File: src/rtl/recall_pkg.sv
// Shared codes for the recall readout: group verdicts,
// FSM states and the group-to-neuron map.
package recall_pkg;

  localparam logic [1:0] GRP_NONE  = 2'b00;
  localparam logic [1:0] GRP_A     = 2'b01;
  localparam logic [1:0] GRP_B     = 2'b10;
  localparam logic [1:0] GRP_AMBIG = 2'b11;

  typedef enum logic [1:0] {
    IDLE   = 2'd0,
    COUNT  = 2'd1,
    DECIDE = 2'd2,
    HOLD   = 2'd3
  } state_t;

  // Group A = neurons 0/1, group B = neurons 2/3
  localparam int A_LO = 0;
  localparam int A_HI = 1;
  localparam int B_LO = 2;
  localparam int B_HI = 3;

endpackage

File: src/rtl/recall_readout_spike_counter.sv
// Saturating per-neuron spike counter with sync clear and enable.
// Ports: clk, rst, i_clr, i_en, i_spike -> o_cnt (CNT_W bits).
module spike_counter
  import recall_pkg::*;
#(
  parameter int CNT_W = 6
) (
  input  logic             clk,
  input  logic             rst,
  input  logic             i_clr,
  input  logic             i_en,
  input  logic             i_spike,
  output logic [CNT_W-1:0] o_cnt
);

  logic [CNT_W-1:0] r_cnt;

  // Stop at all-ones so a busy neuron never wraps to a small count
  always_ff @(posedge clk) begin
    if (rst || i_clr)
      r_cnt <= '0;
    else if (i_en && i_spike && (r_cnt != '1))
      r_cnt <= r_cnt + 1'b1;
  end

  assign o_cnt = r_cnt;

endmodule

File: src/rtl/recall_readout.sv
// Recall readout: counts spikes per neuron over a window and
// reports which ensemble (A = N0/N1, B = N2/N3) was recalled.
// Ports: clk, rst (sync, active-high), spike_in[3:0],
//   win_start, out_ready -> out_valid, out_group[1:0],
//   out_cnt_a/out_cnt_b [CNT_W:0], busy.
// Option: RECALL_COACT_EN -- a group only counts toward the
//   verdict when both of its neurons fired at least once.
module recall_readout
  import recall_pkg::*;
#(
  parameter int WIN_LEN    = 32,
  parameter int CNT_W      = 6,
  parameter int MIN_SPIKES = 4,
  parameter int MARGIN     = 2
) (
  input  logic           clk,
  input  logic           rst,
  input  logic [3:0]     spike_in,
  input  logic           win_start,
  input  logic           out_ready,
  output logic           out_valid,
  output logic [1:0]     out_group,
  output logic [CNT_W:0] out_cnt_a,
  output logic [CNT_W:0] out_cnt_b,
  output logic           busy
);

  localparam int SW = CNT_W + 1;
  localparam int CW = CNT_W + 2;
  localparam int WW = $clog2(WIN_LEN);

  state_t         r_state;
  logic [WW-1:0]  r_win;
  logic           r_valid;
  logic [1:0]     r_group;
  logic [SW-1:0]  r_cnt_a;
  logic [SW-1:0]  r_cnt_b;
  logic           r_busy;

  logic [CNT_W-1:0] w_cnt [4];
  logic             w_clr;
  logic             w_en;
  logic [SW-1:0]    w_sum_a;
  logic [SW-1:0]    w_sum_b;
  logic [SW-1:0]    w_dec_a;
  logic [SW-1:0]    w_dec_b;
  logic [CW-1:0]    w_ea;
  logic [CW-1:0]    w_eb;
  logic [CW-1:0]    w_max;
  logic [1:0]       w_grp;

  // The win_start cycle only clears; sampling starts next cycle
  assign w_clr = (r_state == IDLE) && win_start;
  assign w_en  = (r_state == COUNT);

  for (genvar g = 0; g < 4; g++) begin : g_cnt
    spike_counter #(
      .CNT_W (CNT_W)
    ) u_cnt (
      .clk     (clk),
      .rst     (rst),
      .i_clr   (w_clr),
      .i_en    (w_en),
      .i_spike (spike_in[g]),
      .o_cnt   (w_cnt[g])
    );
  end

  assign w_sum_a = SW'(w_cnt[A_LO]) + SW'(w_cnt[A_HI]);
  assign w_sum_b = SW'(w_cnt[B_LO]) + SW'(w_cnt[B_HI]);

`ifdef RECALL_COACT_EN
  // A partial ensemble is not a completed pattern
  assign w_dec_a = ((w_cnt[A_LO] != '0) && (w_cnt[A_HI] != '0))
                 ? w_sum_a : '0;
  assign w_dec_b = ((w_cnt[B_LO] != '0) && (w_cnt[B_HI] != '0))
                 ? w_sum_b : '0;
`else
  assign w_dec_a = w_sum_a;
  assign w_dec_b = w_sum_b;
`endif

  // One spare bit so the margin add cannot overflow
  assign w_ea  = CW'(w_dec_a);
  assign w_eb  = CW'(w_dec_b);
  assign w_max = (w_ea >= w_eb) ? w_ea : w_eb;

  always_comb begin
    w_grp = GRP_AMBIG;
    if (w_max < CW'(MIN_SPIKES))
      w_grp = GRP_NONE;
    else if (w_ea >= w_eb + CW'(MARGIN))
      w_grp = GRP_A;
    else if (w_eb >= w_ea + CW'(MARGIN))
      w_grp = GRP_B;
  end

  always_ff @(posedge clk) begin
    if (rst) begin
      r_state <= IDLE;
      r_win   <= '0;
      r_valid <= 1'b0;
      r_group <= GRP_NONE;
      r_cnt_a <= '0;
      r_cnt_b <= '0;
      r_busy  <= 1'b0;
    end else begin
      unique case (r_state)
        IDLE: begin
          if (win_start) begin
            r_state <= COUNT;
            r_win   <= '0;
            r_busy  <= 1'b1;
          end
        end
        COUNT: begin
          if (r_win == WW'(WIN_LEN - 1))
            r_state <= DECIDE;
          else
            r_win <= r_win + 1'b1;
        end
        DECIDE: begin
          r_group <= w_grp;
          r_cnt_a <= w_sum_a;
          r_cnt_b <= w_sum_b;
          r_valid <= 1'b1;
          r_state <= HOLD;
        end
        HOLD: begin
          if (out_ready) begin
            r_valid <= 1'b0;
            r_busy  <= 1'b0;
            r_state <= IDLE;
          end
        end
        default: r_state <= IDLE;
      endcase
    end
  end

  assign out_valid = r_valid;
  assign out_group = r_group;
  assign out_cnt_a = r_cnt_a;
  assign out_cnt_b = r_cnt_b;
  assign busy      = r_busy;

endmodule

File: config.mk
export PLATFORM = sky130hd
export DESIGN_NAME = recall_readout
export DESIGN_NICKNAME = d
export VERILOG_FILES = /design/src/rtl/recall_pkg.sv /design/src/rtl/recall_readout_spike_counter.sv /design/src/rtl/recall_readout.sv
export SDC_FILE = /design/constraint.sdc
export NUM_CORES = 1
export LEC_CHECK = 0
export BUFFER_PORTS_ARGS = -buffer_cell sky130_fd_sc_hd__buf_4
export CORE_MARGIN = 1
export CORE_UTILIZATION = 55
export CTS_BUF_LIST = sky130_fd_sc_hd__clkbuf_16
export DETAILED_ROUTE_END_ITERATION = 12
export PLACE_DENSITY = 0.74
export SYNTH_ARGS = -nofsm -noshare
export SYNTH_HDL_FRONTEND = slang
export SYNTH_SLANG_ARGS = --single-unit
File: constraint.sdc
create_clock -name clk -period 4.2 [get_ports clk]
set_input_delay 0.63 -clock clk [delete_from_list [all_inputs] [get_ports clk]]
set_output_delay 0.63 -clock clk [all_outputs]
set_load 0.02 [all_outputs]
==> results of run 1 <==
[area by class of cell]
class,count,area share (%)
sequential,49,27.51
inverter,19,2.000
clock buffer,5,3.509
timing repair buffer,26,5.474
tap,72,2.526
multi-input combinational,279,58.56
clock inverter,3,0.4211
[worst max path at each step]
stage               slack (ps)  depth (start not counted)                         to
floorplan                 1120                         12  out_group[0]$_SDFFE_PP0P_
global placement           970                         12  out_group[0]$_SDFFE_PP0P_
detailed placement         900                         12  out_group[0]$_SDFFE_PP0P_
CTS                        890                         12  out_group[0]$_SDFFE_PP0P_
global route               730                         11  out_group[0]$_SDFFE_PP0P_
finish                     870                         11  out_group[0]$_SDFFE_PP0P_
[cell usage after synthesis (2+ instances only)]
| cell type | instances | share of area (%) |
|---|---|---|
| a211oi_1 | 5 | 1.2 |
| nand4_1 | 6 | 1.2 |
| o211ai_1 | 3 | 0.71 |
| a21oi_1 | 20 | 3.1 |
| o21ai_1 | 2 | 0.31 |
| o21bai_1 | 3 | 0.71 |
| a211o_1 | 2 | 0.55 |
| xnor2_1 | 15 | 4.1 |
| xor2_1 | 14 | 3.9 |
| o31ai_2 | 2 | 0.79 |
| buf_1 | 2 | 0.24 |
| and3_1 | 5 | 0.98 |
| o211a_1 | 2 | 0.63 |
| nand3_1 | 14 | 2.2 |
| or3_1 | 7 | 1.4 |
| and2_1 | 2 | 0.39 |
| nor2_2 | 2 | 0.39 |
| dfxtp_1 | 49 | 31 |
| nand2b_1 | 6 | 1.2 |
| nor2b_1 | 3 | 0.59 |
| nor2_1 | 51 | 6.0 |
| or2_1 | 2 | 0.39 |
| nand2_1 | 16 | 1.9 |
| o21ai_0 | 10 | 1.6 |
| a32oi_1 | 2 | 0.55 |
| fa_1 | 2 | 1.3 |
| ha_1 | 40 | 16 |
| mux2i_1 | 18 | 5.7 |
| clkbuf_1 | 8 | 0.94 |
| a21oi_2 | 3 | 0.83 |
| inv_1 | 19 | 2.2 |
[layer usage]
metal,vias up,global-route usage (%)
li1,1296,-
met1,1196,27.89
met4,0,6.296
met2,37,36.81
met5,-,0
met3,6,3.605
[kinds of logic (layout without fill, tap and decap cells)]
family | Yosys count | in the layout
xor+xnor | 31 | 31
fa+ha+maj | 43 | 43
buf+inv | 29 | 53
simple gates | 119 | 119
mux | 18 | 18
flops | 49 | 49
compound gates | 68 | 68
[sequential cells by signal, indices dropped and copies added (netlist names)]
register / flops
out_valid: 1
out_cnt_b: 7
g_cnt.u_cnt.o_cnt: 24
r_state: 2
out_cnt_a: 7
out_group: 2
r_win: 5
busy: 1
[stage by stage]
| step | power [W] | std cells | utilization, % | hold slack [ps] | worst slack [ps] |
|---|---|---|---|---|---|
| after CTS | 0.001360 | 453 | 64.36 | 463.9 | 887.2 |
| after global placement | 0.0009605 | 445 | 61.83 | 454.9 | 967.7 |
| after floorplan | 0.0008673 | 357 | - | 450.4 | 1120 |
| final | 0.001350 | 453 | 64.36 | 462.5 | 874.3 |
| after detailed placement | 0.0009775 | 445 | 61.83 | 455.5 | 904.7 |
| after global routing | 0.001430 | 453 | 64.36 | 486.2 | 728.1 |
[worst reg2reg max path, stage by stage (launching register included)]
cell	delay, ps
dfxtp_1	350
ha_1	250
fa_1	400
xor2_1	560
ha_1	350
nor2b_1	130
a221o_1	320
a21oi_1	200
o31ai_2	90
mux2i_1	130
a211o_1	330
a2bb2oi_1	140
[power by group through the flow]
| stage | Sequential (W) | Combinational (W) | Clock [W] |
|---|---|---|---|
| floorplan | 0.000562 | 0.000305 | 0 |
| global placement | 0.000546 | 0.000415 | 0 |
| detailed placement | 0.000548 | 0.000429 | 0 |
| CTS | 0.000538 | 0.000433 | 0.000389 |
| global route | 0.000542 | 0.000476 | 0.000412 |
| finish | 0.000538 | 0.000430 | 0.000382 |
==> impl_summary.log, run 1 <==
[metrics] status: finished clean
[metrics] instance count along the most critical hold path: 2
[metrics] Synth Area in Simple Gates: 18.54%
[metrics] delay-heaviest family, CP: compound AO/OA/AOI/OAI gates
[metrics] Die W: 78.02 um
[metrics] worst slew pin tran: around 900 ps
[metrics] die boundary height: 78.02 um
[metrics] Top-Level Pins: 26
[metrics] Sequential cell area: about 980 um^2
[metrics] setup violators final: 0
[metrics] FF-to-FF Start: g_cnt[0].u_cnt.o_cnt[0]$_SDFFE_PP0P_
[metrics] headroom to the max-slew limit: 38.63%
[metrics] Max H-tree Level: 2
[metrics] data required time at the worst endpoint: 4420 ps
[metrics] biggest fanout along the worst timing path: 8
[metrics] LEAKAGE: 1.521 nW
[metrics] DP Wirelength: 4.718 mm
[metrics] mux cell area share after synthesis: around 5.7%
[metrics] synthesized net count: 407
[metrics] number of vias in the routed layout: 2,535
[metrics] synthesis-to-layout area growth: 12.20%
[metrics] Post-Synthesis Cells: about 360
[metrics] # DRC: 0
[metrics] minimum clock period: 3326 ps
[metrics] commonest non-fill, non-tap cells in the layout: nor2_1 (51), dfxtp_1 (49), ha_1 (40)
[metrics] placed inst area: about 0.0034 mm^2
[metrics] total overflow reported by the global router: 0
[metrics] met2 wirelength from detailed routing: 2.943 mm
[metrics] CTS clk-pin slew, worst paths: 60 ps
[metrics] aggregate negative setup slack: 0 ps
[metrics] Primary FF master, synth: dfxtp_1
[metrics] total of hold buffers inserted after clock tree synthesis: 0
[metrics] mean instance size in the synthesized netlist: just under 9 um^2
[metrics] clock tree from TritonCTS: done
[metrics] total global routing track utilization: 21.53%
[metrics] number of distinct standard cells referenced by the synthesized netlist: 53
[metrics] capture point of the worst reg-to-reg path: out_group[0]$_SDFFE_PP0P_
[metrics] highest routed layer: met4
[metrics] total routed wirelength: 6.238 mm
[metrics] antenna violations before repair: 0
[metrics] buffer type at the clock tree root: clkbuf_16
[metrics] Sequential Power Share: ~40%
[metrics] average detailed-routed wire length per instance: 13.77 um
[metrics] category of the most critical setup path: register to register
[metrics] Internal Pwr Total: 0.0008985 W
[metrics] setup repair after global routing missed its margin: no
[metrics] clock share of power: 28.3%
[metrics] number of nets at the end of the flow: 430
[metrics] worst hold-check path type: register to register
[metrics] first-pass GRT wire length: 10.47 mm
[metrics] total power divided by cell area: 378.6 mW/mm^2
[metrics] met3 wire len: 194 um
[metrics] placeable core area: 0.005540 mm^2
[metrics] die area: around 0.0061 mm^2
[metrics] post-synthesis share of cell area spent on full adders, half adders and majority gates: between 10% and 20%
[metrics] maximum number of pins on one net before global-route repair: 27
[metrics] Post-Syn Area: 0.003178 mm^2
[metrics] worst voltage drop across the vdd grid: 0.2384 mV
[metrics] hold path endpoint: out_group[1]$_SDFFE_PP0P_
[metrics] startpoint class of the critical path: register
[metrics] post-CTS sizing: 0
[metrics] number of fillers in the final layout: 470
[metrics] placement row count: 27
[metrics] IO Port Bufs: 25
[metrics] Critical path origin: g_cnt[0].u_cnt.o_cnt[0]$_SDFFE_PP0P_
[metrics] async set or reset register ratio after synthesis: 0%
[metrics] number of buffers inserted by post-CTS setup repair: 0
[metrics] Antenna Diode Count: 0
[metrics] post-synthesis share of cell area spent on xor and xnor gates: 9.016%
[metrics] Largest stage delay, worst path: 560 ps
[metrics] share of power burned in combinational logic: between 30% and 40%
[metrics] critical path's most frequent cell: ha_1
[metrics] Final Hold Fails: 0
[metrics] ANT nets after route: 0
[metrics] combined area of the multi-input logic cells: 0.002088 mm^2
[metrics] Num Clock Sinks: 49
[metrics] dominant combinational cell family by area after synthesis: simple AND/OR/NAND/NOR gates
[metrics] pins over their slew limit: 0
[metrics] Non-Filler Cell Area, Final: 0.003566 mm^2
[metrics] cell type of the slowest stage on the worst timing path: xor2_1
[metrics] number of synthesized register bits: 49
[metrics] Reg2Reg Setup Slack: 870 ps
[metrics] leading cell type in the layout, fill and taps excluded: nor2_1
[metrics] fmax: 300.7 MHz
[metrics] share of the synthesized area in compound gates (AO/OA/AOI/OAI): 15.12%
[metrics] capturing element type of the critical path: register
[metrics] maximum capacitance violations: 0
[metrics] setup skew after layout: 5.695 ps
[metrics] via count of the first global-routing pass: 2,325
[metrics] number of design-rule violations left by the first detailed-router iteration: approximately 100
[metrics] sum of routed wire segments on met1: roughly 3.0 mm
[metrics] CTS buffer count: 5
[metrics] depth of the worst register-to-register path: 11
[metrics] list of cells traversed by the critical path: ha_1 -> fa_1 -> xor2_1 -> ha_1 -> nor2b_1 -> a221o_1 -> a21oi_1 -> o31ai_2 -> mux2i_1 -> a211o_1 -> a2bb2oi_1
[metrics] Clk Latency, worst-skew pair: 290 ps
[metrics] share of the clock period used by the worst path: 79.18%
[metrics] fraction of layout cells with a size suffix above 1: 12.60%
[metrics] initial core utilization: around 57%
[metrics] sequential share of the synthesized area: between 30% and 40%
[metrics] EDFF count, synth: 0
[metrics] last weighted congestion value of the routability-driven placer: 0.9676
[metrics] via-per-instance ratio: 5.596
[metrics] Bufs on Longest Clock Path: 2
[metrics] number of synthesis warnings: 0
[metrics] Worst EP arrival: about 3500 ps
[metrics] switching power of the nets: 0.0004517 W
[metrics] detailed-router iteration count before antenna repair: 4
[metrics] startpoint of the most critical hold path: out_group[1]$_SDFFE_PP0P_
[metrics] Sw Ratio: about a third
[metrics] number of buffers and inverters on the critical path: 0
No activity file was read; power rests on OpenSTA's default activity.
==> run 2: changes to the inputs <==
==> constraint.sdc (replaced) <==
create_clock -name clk -period 3.1 [get_ports clk]
set_input_delay 0.465 -clock clk [delete_from_list [all_inputs] [get_ports clk]]
set_output_delay 0.465 -clock clk [all_outputs]
set_load 0.02 [all_outputs]
==> run 2 against run 1 <==
Net effect:
- register-to-register slack got worse by 720 ps
- via count increased by 1.9%
- non-clock buffer count increased by 7
- sequential power increased by 36%
- highest routed layer unchanged
==> impl_summary.log, run 2 (synthesis results as in run 1) <==
[metrics] antenna violations before repair: 0
[metrics] category of the most critical setup path: register to register
[metrics] minimum clock period: 2944 ps
[metrics] average detailed-routed wire length per instance: about 14 um
[metrics] last weighted congestion value of the routability-driven placer: approximately 0.87
[metrics] initial core utilization: 57.36%
[metrics] instance count along the most critical hold path: 2
[metrics] die area: 0.006086 mm^2
[metrics] first-pass GRT wire length: 11.16 mm
[metrics] Die W: 78.02 um
[metrics] number of fillers in the final layout: 473
[metrics] clock tree from TritonCTS: done
[metrics] total power divided by cell area: approximately 520 mW/mm^2
[metrics] data required time at the worst endpoint: 3320 ps
[metrics] leading cell type in the layout, fill and taps excluded: nor2_1
[metrics] capture point of the worst reg-to-reg path: out_group[0]$_SDFFE_PP0P_
[metrics] pins over their slew limit: 0
[metrics] FF-to-FF Start: g_cnt[3].u_cnt.o_cnt[0]$_SDFFE_PP0P_
[metrics] biggest fanout along the worst timing path: 4
[metrics] worst voltage drop across the vdd grid: between 0.3 and 0.4 mV
[metrics] commonest non-fill, non-tap cells in the layout: nor2_1 (51), dfxtp_1 (47), ha_1 (38)
[metrics] fraction of layout cells with a size suffix above 1: 17.27%
[metrics] detailed-router iteration count before antenna repair: 4
[metrics] Num Clock Sinks: 49
[metrics] aggregate negative setup slack: 0 ps
[metrics] via count of the first global-routing pass: 2,413
[metrics] headroom to the max-slew limit: 38.81%
[metrics] Largest register FFs: 24
[metrics] LEAKAGE: 1.563 nW
[metrics] number of design-rule violations left by the first detailed-router iteration: 114
[metrics] number of cells in the design after placement: 452
[metrics] CTS buffer count: 5
[metrics] synthesis-to-layout area growth: 16.73%
[metrics] Final Hold Fails: 0
[metrics] setup skew after layout: approximately 7 ps
[metrics] fmax: around 340 MHz
[metrics] Antenna Diode Count: 0
[metrics] hold path endpoint: busy$_SDFFE_PP0P_
[metrics] startpoint class of the critical path: register
[metrics] ANT nets after route: 0
[metrics] Bufs on Longest Clock Path: 2
[metrics] Max H-tree Level: 2
[metrics] Top-Level Pins: 26
[metrics] number of buffers inserted by post-CTS setup repair: 0
[metrics] share of the clock period used by the worst path: around 95%
[metrics] placeable core area: 0.005540 mm^2
[metrics] number of nets at the end of the flow: 437
[metrics] maximum number of pins on one net before global-route repair: 27
[metrics] setup violators final: 0
[metrics] number of vias in the routed layout: ~2,600
[metrics] die boundary height: 78.02 um
[metrics] capturing element type of the critical path: register
[metrics] worst slew pin tran: 917.8 ps
[metrics] via-per-instance ratio: between 5 and 6
[metrics] status: finished clean
[metrics] total overflow reported by the global router: 0
[metrics] placement row count: 27
[metrics] buffer type at the clock tree root: clkbuf_16
[metrics] CTS clk-pin slew, worst paths: 70 ps
[metrics] IO Port Bufs: 25
[metrics] filler-free cell count of the finished design: 460
[metrics] Clk Latency, worst-skew pair: 290 ps
[metrics] depth of the worst register-to-register path: 12
[metrics] Worst EP arrival: 3160 ps
[metrics] worst hold-check path type: register to register
[metrics] total routed wirelength: 6.553 mm
[metrics] Reg2Reg Setup Slack: 160 ps
[metrics] startpoint of the most critical hold path: busy$_SDFFE_PP0P_
[metrics] # DRC: 0
[metrics] maximum capacitance violations: 0
[metrics] DP Wirelength: around 4.8 mm
[metrics] total global routing track utilization: 23.13%
run 2: routing by layer:
metal / share of wire [%] / global-route usage, % / up-vias
met4: 1.3 / 6.111 / 0
met3: 3.8 / 4.419 / 9
met1: 48 / 29.80 / 1215
li1: - / - / 1310
met5: 0 / 0 / -
met2: 47 / 39.65 / 48
run 2: power breakdown:
part	total, W	switching [W]	internal, W	leakage, nW
clock network	0.000610	0.000235	0.000375	0.0826
logic	0.000596	0.000344	0.000251	1.08
registers	0.000731	0.0000466	0.000684	0.397
total	0.00194	0.000626	0.00131	1.56
run 2: cell type report:
type,count,area (um^2),share of cell area [%]
Sequential cell,49,983.4,26.51
Clock inverter,3,37.54,1.012
Timing Repair Buffer,33,247.7,6.678
Multi-Input combinational cell,279,2155,58.08
Tap cell,72,90.09,2.428
Clock buffer,5,125.1,3.373
Inverter,19,71.32,1.922
run 2: what timing repair did:
item	CTS	global route
endpoints found under the setup margin	0	2
gates resized for setup	0	18
hold buffers	0	0
run 2: how the worst max path moves through the flow:
| stage | depth (start not counted) | slack (ps) | to | start |
|---|---|---|---|---|
| after CTS | 13 | 50 | out_group[0]$_SDFFE_PP0P_ | g_cnt[0].u_cnt.o_cnt[0]$_SDFFE_PP0P_ |
| after detailed placement | 13 | 80 | out_group[0]$_SDFFE_PP0P_ | g_cnt[0].u_cnt.o_cnt[0]$_SDFFE_PP0P_ |
| final | 12 | 160 | out_group[0]$_SDFFE_PP0P_ | g_cnt[3].u_cnt.o_cnt[0]$_SDFFE_PP0P_ |
| after global routing | 13 | -20 | out_group[0]$_SDFFE_PP0P_ | g_cnt[1].u_cnt.o_cnt[1]$_SDFFE_PP0P_ |
| after floorplan | 12 | 20 | out_group[0]$_SDFFE_PP0P_ | g_cnt[2].u_cnt.o_cnt[0]$_SDFFE_PP0P_ |
| after global placement | 12 | 170 | out_group[0]$_SDFFE_PP0P_ | g_cnt[3].u_cnt.o_cnt[0]$_SDFFE_PP0P_ |
run 2: worst max-delay path, cell delays in order (launching register included):
cell       delay (ps)
dfxtp_1           370
ha_4              190
fa_2              370
xnor2_2           160
buf_4             150
ha_1              300
nor2b_1           140
a221o_1           330
a21oi_2           150
o31ai_2            80
mux2i_1           140
a211o_1           340
a2bb2oi_1         150
run 2: stage by stage:
step / setup WS [ps] / area [um^2] / util, % / hold slack (ps) / power, W
floorplan: 19.93 / 3178 / - / 450.4 / 0.001175
global placement: 170.1 / 3478 / 62.78 / 453.6 / 0.001308
detailed placement: 81.10 / 3478 / 62.78 / 466.5 / 0.001328
CTS: 54.46 / 3641 / 65.72 / 476.9 / 0.001935
global route: -22.72 / 3710 / 66.96 / 504.3 / 0.002057
finish: 156.0 / 3710 / 66.96 / 472.7 / 0.001936
==> run 3: changes to the inputs <==
--- a/config.mk
+++ b/config.mk
@@ -10,7 +10,9 @@
 export CORE_UTILIZATION = 55
 export CTS_BUF_LIST = sky130_fd_sc_hd__clkbuf_16
 export DETAILED_ROUTE_END_ITERATION = 12
+export GPL_TIMING_DRIVEN = 0
 export PLACE_DENSITY = 0.74
+export SLEW_MARGIN = 40
 export SYNTH_ARGS = -nofsm -noshare
 export SYNTH_HDL_FRONTEND = slang
 export SYNTH_SLANG_ARGS = --single-unit
==> run 3 against run 2 <==
Net effect:
- global-route usage decreased by 0.42 points
- total power is 3.0% lower
- flip-flop and latch count unchanged
- register-to-register slack about the same
- largest power group unchanged
==> impl_summary.log, run 3 (synthesis results as in run 1) <==
[metrics] leading cell type in the layout, fill and taps excluded: nor2_1
[metrics] total of hold buffers inserted after clock tree synthesis: 0
[metrics] total overflow reported by the global router: 0
[metrics] WHS: 451.7 ps
[metrics] category of the most critical setup path: register to register
[metrics] maximum number of pins on one net before global-route repair: 16
[metrics] Largest register FFs: 24
[metrics] Max H-tree Level: 2
[metrics] Antenna Diode Count: 0
[metrics] pre-CTS setup slack: -351.6 ps
[metrics] via count of the first global-routing pass: 2,449
[metrics] pins over their slew limit: 0
[metrics] biggest fanout along the worst timing path: 6
[metrics] status: finished clean
[metrics] setup violators final: 0
[metrics] detailed-router iteration count before antenna repair: 4
[metrics] Die W: 78.02 um
[metrics] placeable core area: between 0.005 and 0.006 mm^2
[metrics] worst voltage drop across the vdd grid: 0.4163 mV
[metrics] placed inst area: 0.003448 mm^2
[metrics] fraction of layout cells with a size suffix above 1: between 10% and 20%
[metrics] first-pass GRT wire length: 11.24 mm
[metrics] CTS buffer count: 5
[metrics] Non-Filler Cell Area, Final: 0.003731 mm^2
[metrics] clock tree from TritonCTS: done
[metrics] startpoint class of the critical path: register
[metrics] share of the clock period used by the worst path: 95.32%
[metrics] worst slew pin tran: 666.9 ps
[metrics] total global routing track utilization: between 20 and 25%
[metrics] total routed wirelength: 6.608 mm
[metrics] DP Wirelength: 4.915 mm
[metrics] fmax: 338.4 MHz
[metrics] placement row count: 27
[metrics] commonest non-fill, non-tap cells in the layout: nor2_1 (50), dfxtp_1 (43), ha_1 (38)
[metrics] data required time at the worst endpoint: 3280 ps
[metrics] Final Hold Fails: 0
[metrics] maximum capacitance violations: 0
[metrics] number of nets at the end of the flow: 442
[metrics] buffer type at the clock tree root: clkbuf_16
[metrics] die area: about 0.0061 mm^2
[metrics] number of vias in the routed layout: 2,560
[metrics] minimum clock period: about 3000 ps
[metrics] CTS clk-pin slew, worst paths: 70 ps
[metrics] capturing element type of the critical path: register
[metrics] ANT nets after route: 0
[metrics] total power divided by cell area: about 500 mW/mm^2
[metrics] PnR worst setup slack: 145.1 ps
[metrics] Clk Latency, worst-skew pair: 280 ps
[metrics] Bufs on Longest Clock Path: 2
[metrics] Top-Level Pins: 26
[metrics] average detailed-routed wire length per instance: 14.21 um
[metrics] worst hold-check path type: register to register
[metrics] setup skew after layout: about 4.7 ps
[metrics] Reg2Reg Setup Slack: ~150 ps
[metrics] PnR Total Power: 0.001879 W
[metrics] antenna violations before repair: 0
[metrics] # DRC: 0
[metrics] headroom to the max-slew limit: 55.54%
[metrics] via-per-instance ratio: between 5 and 6
[metrics] die boundary height: 78.02 um
[metrics] Num Clock Sinks: 49
[metrics] LEAKAGE: 1.555 nW
[metrics] initial core utilization: a little under three fifths
[metrics] synthesis-to-layout area growth: 17.40%
[metrics] last weighted congestion value of the routability-driven placer: 0.8710
[metrics] Worst EP arrival: between 3000 and 4000 ps
[metrics] IO Port Bufs: 24
[metrics] number of design-rule violations left by the first detailed-router iteration: 86
[run 3: changes by cell type in the layout (fill, tap and decap cells not counted), moves of 2 or more]
| cell | before | now |
|---|---|---|
| dfxtp_2 | 2 | 6 |
| buf_1 | 0 | 2 |
| buf_4 | 33 | 29 |
| clkbuf_1 | 0 | 7 |
| dfxtp_1 | 47 | 43 |
[run 3: timing repair]
action | in CTS | in global routing
setup buffers | 2 | 3
pin swaps | 1 | 5
setup endpoints to repair | 2 | 2
resized for setup | 2 | 24
[run 3: final cells by class]
| type | count | area, um^2 |
|---|---|---|
| multi-input combinational | 279 | 2187 |
| inverter | 19 | 71.32 |
| clock buffer | 5 | 125.1 |
| sequential | 49 | 988.4 |
| buffer | 9 | 33.78 |
| tap | 72 | 90.09 |
| fill | 477 | 1809 |
| clock inverter | 3 | 17.52 |
| timing repair buffer | 29 | 217.7 |
[run 3: worst paths after layout]
| check | start | cells after the start | end |
|---|---|---|---|
| setup / recovery | g_cnt[2].u_cnt.o_cnt[1]$_SDFFE_PP0P_ | 11 | out_group[0]$_SDFFE_PP0P_ |
| hold / removal | out_group[1]$_SDFFE_PP0P_ | 2 | out_group[1]$_SDFFE_PP0P_ |
| setup reg to reg | g_cnt[2].u_cnt.o_cnt[1]$_SDFFE_PP0P_ | 11 | out_group[0]$_SDFFE_PP0P_ |
| hold reg to reg | out_group[1]$_SDFFE_PP0P_ | 2 | out_group[1]$_SDFFE_PP0P_ |
[run 3: critical path: stages (launching register included)]
cell and delay, ps:
dfxtp_1 460, ha_1 310, a211oi_4 310, o21ba_1 300, nor2_4 90, xnor2_1 140, ha_1 290, a21oi_1 140
o21ai_1 90, maj3_2 310, o31a_1 270, a2bb2oi_2 130
[run 3: per-stage QoR]
| stage | cells | setup TNS [ps] | utilization [%] |
|---|---|---|---|
| 6_report | 465 | 0 | 67.34 |
| 3_5_place_dp | 453 | -647.6 | 62.24 |
| 5_1_grt | 465 | -73.96 | 67.34 |
| 2_1_floorplan | 357 | 0 | - |
| 3_3_place_gp | 453 | -529.8 | 62.24 |
| 4_1_cts | 462 | 0 | 65.29 |
[run 3: power breakdown]
| group | internal, W | switching (W) | total, W | leakage (nW) |
|---|---|---|---|---|
| Combinational | 0.000252 | 0.000347 | 0.000600 | 1.08 |
| Sequential | 0.000685 | 0.0000520 | 0.000737 | 0.399 |
| Clock | 0.000298 | 0.000243 | 0.000542 | 0.0754 |
| Total | 0.00124 | 0.000643 | 0.00188 | 1.56 |
[run 3: routing by layer]
| metal | part of all wire [%] | track usage (%) |
|---|---|---|
| met1 | 49 | 30.09 |
| met2 | 48 | 40.35 |
| met3 | 2.3 | 2.791 |
| met4 | 1.0 | 3.333 |
| met5 | 0 | 0 |
